<file path="config.mk">
export PLATFORM = sky130hd
export DESIGN_NAME = spi_master_ctrl_flat
export DESIGN_NICKNAME = d
export VERILOG_FILES = /design/src/rtl/spi_master_ctrl_if.sv /design/src/rtl/spi_master_ctrl.sv /design/src/flat_wrapper.sv
export SDC_FILE = /design/constraint.sdc
export NUM_CORES = 1
export LEC_CHECK = 0
export ABC_CLOCK_PERIOD_IN_PS = 2500
export BUFFER_PORTS_ARGS = -buffer_cell sky130_fd_sc_hd__buf_4
export CAP_MARGIN = 40
export CELL_PAD_IN_SITES_DETAIL_PLACEMENT = 1
export CELL_PAD_IN_SITES_GLOBAL_PLACEMENT = 1
export CORE_MARGIN = 3
export CORE_UTILIZATION = 45
export CTS_CLUSTER_SIZE = 40
export DETAILED_ROUTE_END_ITERATION = 16
export GPL_TIMING_DRIVEN = 0
export PLACE_DENSITY_LB_ADDON = 0.25
export SLEW_MARGIN = 5
export SYNTH_ARGS = -nofsm -noshare
export SYNTH_HDL_FRONTEND = slang
export SYNTH_SLANG_ARGS = --single-unit
export TNS_END_PERCENT = 1
</file>
<file path="constraint.sdc">
create_clock -name clk -period 2.5 [get_ports clk]
set_input_delay 0.5 -clock clk [delete_from_list [all_inputs] [get_ports clk]]
set_output_delay 0.5 -clock clk [all_outputs]
set_load 0.01 [all_outputs]
</file>
<file path="src/rtl/spi_master_ctrl_if.sv">
// Request/response and SPI pin bundle for the SPI master controller.
// Latency: none (wires only).
// Backpressure: req_valid/req_ready handshake; rsp_valid is an unconditional one-cycle strobe.
interface spi_master_ctrl_if;
  logic       req_valid;
  logic       req_ready;
  logic       req_rw;
  logic [6:0] req_addr;
  logic [7:0] req_wdata;
  logic       rsp_valid;
  logic [7:0] rsp_rdata;
  logic       busy;
  logic       cs;
  logic       sck;
  logic       mosi;
  logic       miso;

  // Controller view
  modport master (
    input  req_valid, req_rw, req_addr, req_wdata, miso,
    output req_ready, rsp_valid, rsp_rdata, busy, cs, sck, mosi
  );

  // Requester plus SPI slave view
  modport slave (
    output req_valid, req_rw, req_addr, req_wdata, miso,
    input  req_ready, rsp_valid, rsp_rdata, busy, cs, sck, mosi
  );
endinterface

</file>
<file path="src/rtl/spi_master_ctrl.sv">
// Single-byte SPI read/write sequencer: 16-bit frame {addr, rw, data}, MSB first.
// Latency: accept edge to rsp_valid = 33*CLKDIV cycles; accept-to-accept >= 33*CLKDIV+GAP_CYC+1.
// Backpressure: req_ready only in IDLE; requests offered while busy are ignored, not queued.
module spi_master_ctrl #(
  parameter int CLKDIV  = 4,
  parameter int GAP_CYC = 2
) (
  input  logic              clk,
  input  logic              reset,
  spi_master_ctrl_if.master bus
);

  localparam int DW = (CLKDIV  > 1) ? $clog2(CLKDIV)  : 1;
  localparam int GW = (GAP_CYC > 1) ? $clog2(GAP_CYC) : 1;
  localparam logic [DW-1:0] DIV_LAST = DW'(CLKDIV - 1);
  localparam logic [GW-1:0] GAP_LAST = GW'(GAP_CYC - 1);

  typedef enum logic [2:0] {S_IDLE, S_LOW, S_HIGH, S_HOLD, S_GAP} state_t;

  state_t          state_q;
  logic [DW-1:0]   div_q;
  logic [DW-1:0]   div_d;
  logic            div_wrap;
  logic [GW-1:0]   gap_q;
  logic [3:0]      bit_q;
  logic [14:0]     sh_q;     // frame bits still to be sent; [14] is the next bit
  logic [15:0]     frame_d;
  logic            rw_q;
  logic            cs_q;
  logic            sck_q;
  logic            mosi_q;
  logic            rdy_q;
  logic            busy_q;
  logic            rsp_vld_q;
  logic [7:0]      rdata_q;

  // Divider next value and the frame assembled from the live request fields
  always_comb begin
    div_wrap = (div_q == DIV_LAST);
    div_d    = div_wrap ? '0 : div_q + 1'b1;
    frame_d  = {bus.req_addr, bus.req_rw, (bus.req_rw ? 8'h00 : bus.req_wdata)};
  end

  // Transaction FSM; every pin-level output is a register updated here
  always_ff @(posedge clk) begin
    if (reset) begin
      state_q   <= S_IDLE;
      div_q     <= '0;
      gap_q     <= '0;
      bit_q     <= '0;
      sh_q      <= '0;
      rw_q      <= 1'b0;
      cs_q      <= 1'b1;
      sck_q     <= 1'b0;
      mosi_q    <= 1'b0;
      rdy_q     <= 1'b1;
      busy_q    <= 1'b0;
      rsp_vld_q <= 1'b0;
      rdata_q   <= 8'h00;
    end else begin
      rsp_vld_q <= 1'b0;
      case (state_q)
        S_IDLE: begin
          if (bus.req_valid && rdy_q) begin
            rw_q    <= bus.req_rw;
            sh_q    <= frame_d[14:0];
            mosi_q  <= frame_d[15];
            rdata_q <= 8'h00;
            bit_q   <= '0;
            div_q   <= '0;
            cs_q    <= 1'b0;
            sck_q   <= 1'b0;
            rdy_q   <= 1'b0;
            busy_q  <= 1'b1;
            state_q <= S_LOW;
          end
        end
        S_LOW: begin
          div_q <= div_d;
          if (div_wrap) begin
            // Data phase of a read: sample miso just before sck rises
            if (rw_q && bit_q[3]) begin
              rdata_q <= {rdata_q[6:0], bus.miso};
            end
            sck_q   <= 1'b1;
            state_q <= S_HIGH;
          end
        end
        S_HIGH: begin
          div_q <= div_d;
          if (div_wrap) begin
            sck_q <= 1'b0;
            if (bit_q == 4'd15) begin
              mosi_q  <= 1'b0;
              state_q <= S_HOLD;
            end else begin
              bit_q   <= bit_q + 4'd1;
              mosi_q  <= sh_q[14];
              sh_q    <= {sh_q[13:0], 1'b0};
              state_q <= S_LOW;
            end
          end
        end
        S_HOLD: begin
          div_q <= div_d;
          if (div_wrap) begin
            cs_q      <= 1'b1;
            rsp_vld_q <= 1'b1;
            gap_q     <= '0;
            state_q   <= S_GAP;
          end
        end
        S_GAP: begin
          if (gap_q == GAP_LAST) begin
            rdy_q   <= 1'b1;
            busy_q  <= 1'b0;
            state_q <= S_IDLE;
          end else begin
            gap_q <= gap_q + 1'b1;
          end
        end
        default: state_q <= S_IDLE;
      endcase
    end
  end

  assign bus.req_ready = rdy_q;
  assign bus.rsp_valid = rsp_vld_q;
  assign bus.rsp_rdata = rdata_q;
  assign bus.busy      = busy_q;
  assign bus.cs        = cs_q;
  assign bus.sck       = sck_q;
  assign bus.mosi      = mosi_q;

endmodule

</file>
<file path="src/flat_wrapper.sv">
// flat-port wrapper written by rule: the top's interface ports become plain ports
module spi_master_ctrl_flat 
#(
  parameter int CLKDIV  = 4,
  parameter int GAP_CYC = 2
)
  (clk, reset, bus_req_valid, bus_req_rw, bus_req_addr, bus_req_wdata, bus_miso, bus_req_ready, bus_rsp_valid, bus_rsp_rdata, bus_busy, bus_cs, bus_sck, bus_mosi);
  spi_master_ctrl_if bus_i ();
  input  logic clk;
  input  logic reset;
  input wire logic [$bits(bus_i.req_valid)-1:0] bus_req_valid;
  input wire logic [$bits(bus_i.req_rw)-1:0] bus_req_rw;
  input wire logic [$bits(bus_i.req_addr)-1:0] bus_req_addr;
  input wire logic [$bits(bus_i.req_wdata)-1:0] bus_req_wdata;
  input wire logic [$bits(bus_i.miso)-1:0] bus_miso;
  output wire logic [$bits(bus_i.req_ready)-1:0] bus_req_ready;
  output wire logic [$bits(bus_i.rsp_valid)-1:0] bus_rsp_valid;
  output wire logic [$bits(bus_i.rsp_rdata)-1:0] bus_rsp_rdata;
  output wire logic [$bits(bus_i.busy)-1:0] bus_busy;
  output wire logic [$bits(bus_i.cs)-1:0] bus_cs;
  output wire logic [$bits(bus_i.sck)-1:0] bus_sck;
  output wire logic [$bits(bus_i.mosi)-1:0] bus_mosi;
  assign bus_i.req_valid = bus_req_valid;
  assign bus_i.req_rw = bus_req_rw;
  assign bus_i.req_addr = bus_req_addr;
  assign bus_i.req_wdata = bus_req_wdata;
  assign bus_i.miso = bus_miso;
  assign bus_req_ready = bus_i.req_ready;
  assign bus_rsp_valid = bus_i.rsp_valid;
  assign bus_rsp_rdata = bus_i.rsp_rdata;
  assign bus_busy = bus_i.busy;
  assign bus_cs = bus_i.cs;
  assign bus_sck = bus_i.sck;
  assign bus_mosi = bus_i.mosi;
  spi_master_ctrl #(.CLKDIV(CLKDIV), .GAP_CYC(GAP_CYC)) u_core (.clk(clk), .reset(reset), .bus(bus_i));
endmodule
</file>
==> PnR_summary.wiki <==
{| class="wikitable"
! Metric !! Value
|-
| Number of hold violations in the final report || 0
|-
| Core ar. || 0.00406 sq mm
|-
| Worst relative slew slack || 0.405
|-
| Global placer's final weighted congestion || 0.708
|-
| Y dimension of the die || 71.2 um
|-
| Data required time at the worst endpoint || 2.73 ns
|-
| Final Setup Violations || 0
|-
| Worst Path Max Fanout || 8
|-
| Share of layout cells above drive strength 1 || 0.269
|-
| Fmax || 533 MHz
|-
| Initial Util || 0.471
|-
| Number of cells on the critical path || 6
|-
| Layout filler cell count || 475
|-
| Tot GR Track Use || 0.187
|-
| RSZ-0062 raised after global routing || false
|-
| CTS root buffer || sky130_fd_sc_hd__clkbuf_8
|-
| Count of synthesis-stage warnings from yosys || 0
|-
| Gate Count Post-Synth || 206
|-
| CP most frequent cell || sky130_fd_sc_hd__nand3_1
|-
| Post-route setup TNS || 0 ns
|-
| Count of antenna diodes in the layout || 0
|-
| CTS clk-pin slew, worst paths || 0.08 ns
|-
| Highest ir drop seen on vdd || 0.000342 V
|-
| Number of cells on the worst reg-to-reg path || 6
|-
| Site Rows || 23
|-
| Run status || finished clean
|-
| Router iterations before antenna repair || 4
|-
| Worst-case register-to-register setup slack || 0.62 ns
|-
| Number of different library cells in the post-synthesis netlist || 38
|-
| Full die area || 0.00506 sq mm
|-
| Post-detailed-placement half-perimeter wirelength || 3320 um
|-
| Power density normalized to cell area || 633 mW/mm^2
|-
| Antenna Violating Nets Remaining || 0
|-
| Post-route minimum period || 1.88 ns
|-
| Post_cts resized || 0
|-
| Detailed-route via count || 1632
|-
| Worst clock skew || 0.00744 ns
|-
| Area of the mapped netlist || 0.00191 sq mm
|-
| Combined area of the multi-input logic cells || 0.00101 sq mm
|-
| Cell class contributing the biggest share of worst-path delay || compound AO/OA/AOI/OAI gates
|-
| Type of the tightest min-delay check || input port to register
|-
| Global-route wire length before repair || 7690 um
|-
| Clock buffer depth || 2
|-
| P_leak || 0.864 nW
|-
| Number of buffers created by CTS || 5
|-
| Top post-synthesis cells by area || sky130_fd_sc_hd__dfxtp_1 (42%), sky130_fd_sc_hd__a211oi_2 (9.2%), sky130_fd_sc_hd__a21oi_1 (7.9%)
|-
| Largest net degree at the start of global routing || 14
|-
| Die extent in x || 71.2 um
|-
| Critical Path Sink Type || register
|-
| H-tree Lvls || 2
|-
| Transition time at the pin with the least slew margin || 0.890 ns
|-
| Area growth, synth to finish || 21.8%
|-
| FF+latch count, synth || 40
|-
| Clock sink count || 40
|-
| Post-Syn Area per Cell || 9.27 sq um
|-
| Initial antenna violation count || 0
|-
| TritonCTS clock tree || done
|-
| Port bufs || 31
|-
| Power after layout || 1.47 mW
|-
| Average vias per placed instance || 5.53
|-
| Final routed wire length divided by cell count || 15.5 um
|-
| CP max stage delay || 0.60 ns
|-
| Crit share post-route || 0.750
|-
| Cell type contributing the most total cell area after synthesis || sky130_fd_sc_hd__dfxtp_1
|-
| Insertion delay of the later-clocked pin in the worst-skew pair || 0.30 ns
|-
| Sequential-to-total area share from yosys stat || 0.419
|-
| Max cap viols || 0
|-
| Slowest cell on crit path || sky130_fd_sc_hd__a2111oi_4
|-
| Seq. cell area || 801 sq um
|-
| Count of final max-slew check failures || 0
|-
| Global-route congestion overflow total || 0
|-
| Post-synth top area share || 0.419
|-
| Residual DRC count || 0
|-
| List of cells traversed by the critical path || ha_1 -> clkbuf_2 -> nand3_1 -> a2111oi_4 -> nand3_1 -> a21oi_1
|-
| DRT Wirelength || 4580 um
|-
| Count of nets after finishing || 266
|-
| Startpoint types || register
|-
| Worst hold path depth || 3
|-
| Post-CTS Hold Buffers || 0
|-
| Total nets after synthesis || 228
|-
| Detailed router's first-iteration violation count || 85
|-
| Number of global-route vias before repair || 1590
|-
| Critical path data arrival time || 2.10 ns
|-
| Count of buffering cells on the critical path with inverters included || 1
|-
| Worst Setup Path Type || register to register
|-
| Num ports || 34
|-
| Number of setup buffers added after CTS || 0
|}
power by group:
part	switching, mW	internal [mW]	total (mW)
Combinational	0.120	0.0968	0.217
Clock	0.235	0.327	0.562
Sequential	0.0230	0.671	0.694
Total	0.378	1.09	1.47
synth_stat cells (all sizes together):
cell and count:
buf 8, nor4 1, mux2 1, a21o 1, a22oi 1, a2111oi 1, nand4b 2, o21bai 1
nand2b 3, nor3b 10, nor3 6, nor2 24, clkbuf 7, nand2 14, a2bb2oi 1, or2 1
dfxtp 40, inv 1, and4 1, a211oi 16, nand3 14, a31oi 1, mux2i 9, and3 1
o21ai 1, a21boi 1, nor2b 1, nand3b 4, a21oi 30, a2111o 1, ha 2, a311oi 1
worst register-to-register path, delay by kind of cell (launching register included):
kind / cells / cell delay [ns]
DFF: 1 / 0.37
AOI/OAI and AO/OA: 2 / 0.78
buffers and inverters: 1 / 0.19
adders and majority gates: 1 / 0.15
and+or+nand+nor: 2 / 0.32
worst paths after layout:
kind / startpoint / end
hold reg to reg: u_core.bus.rsp_rdata[6] / u_core.bus.rsp_rdata[6]
hold / removal: bus_miso / u_core.bus.rsp_rdata[0]
setup reg to reg: u_core.div_q[0] / u_core.bus.rsp_rdata[7]
setup / recovery: u_core.div_q[0] / u_core.bus.rsp_rdata[7]
flip-flops by register name (all words and copies together) (netlist names):
signal	count
u_core.bit_q	4
u_core.bus.busy	1
u_core.bus.rsp_valid	1
u_core.bus.sck	1
u_core.state_q	3
u_core.bus.mosi	1
u_core.bus.cs	1
u_core.gap_q	1
u_core.rw_q	1
u_core.bus.req_ready	1
u_core.bus.rsp_rdata	8
u_core.sh_q	15
u_core.div_q	2
cells by family (layout without fill, tap and decap cells):
logic type,count (synthesis),in the layout,share of synthesized area
flops,40,40,0.419
compound gates,56,56,0.236
simple gates,82,82,0.225
fa+ha+maj,2,2,0.0131
buf+inv,16,55,0.0543
mux,10,10,0.0530
placed cells by master (no fill, tap or decap), types with 2 or more instances in the layout:
| cell type | instances |
|---|---|
| sky130_fd_sc_hd__nand2_1 | 14 |
| sky130_fd_sc_hd__nand3_1 | 14 |
| sky130_fd_sc_hd__clkbuf_1 | 6 |
| sky130_fd_sc_hd__buf_6 | 4 |
| sky130_fd_sc_hd__nand3b_1 | 4 |
| sky130_fd_sc_hd__dfxtp_1 | 40 |
| sky130_fd_sc_hd__mux2i_1 | 9 |
| sky130_fd_sc_hd__nor3b_1 | 9 |
| sky130_fd_sc_hd__nand2b_1 | 3 |
| sky130_fd_sc_hd__ha_1 | 2 |
| sky130_fd_sc_hd__clkbuf_8 | 6 |
| sky130_fd_sc_hd__buf_4 | 34 |
| sky130_fd_sc_hd__nor3_1 | 6 |
| sky130_fd_sc_hd__a211oi_2 | 14 |
| sky130_fd_sc_hd__a21oi_1 | 30 |
| sky130_fd_sc_hd__nand4b_1 | 2 |
| sky130_fd_sc_hd__nor2_1 | 24 |
metal layers:
| metal | track usage | vias to the layer above | wire length, um |
|---|---|---|---|
| met5 | 0 | - | 0 |
| met4 | 0.0438 | 0 | 46 |
| met3 | 0.0440 | 6 | 173 |
| met2 | 0.333 | 25 | 2320 |
| met1 | 0.227 | 783 | 2040 |
| li1 | - | 818 | - |
per-stage QoR:
stage	hold slack (ns)	area [sq um]	worst slack, ns	instances	util
5_1_grt	0.469	2330	0.352	295	0.574
4_1_cts	0.463	2330	0.613	295	0.574
6_report	0.464	2330	0.625	295	0.574
3_5_place_dp	0.471	2210	0.624	287	0.544
3_3_place_gp	0.449	2210	0.659	287	0.544
2_1_floorplan	0.459	1910	0.905	206	-
cell type report:
| cell class | count | share of cell area |
|---|---|---|
| multi-input cells | 150 | 0.432 |
| flip-flops and latches | 40 | 0.344 |
| repair buffers | 31 | 0.100 |
| plain buffers | 15 | 0.0430 |
| clock buffers | 6 | 0.0355 |
| well taps | 50 | 0.0269 |
| clock inverters | 2 | 0.0167 |
| inverters | 1 | 0.00161 |
Power figures use the tool's default switching activity.
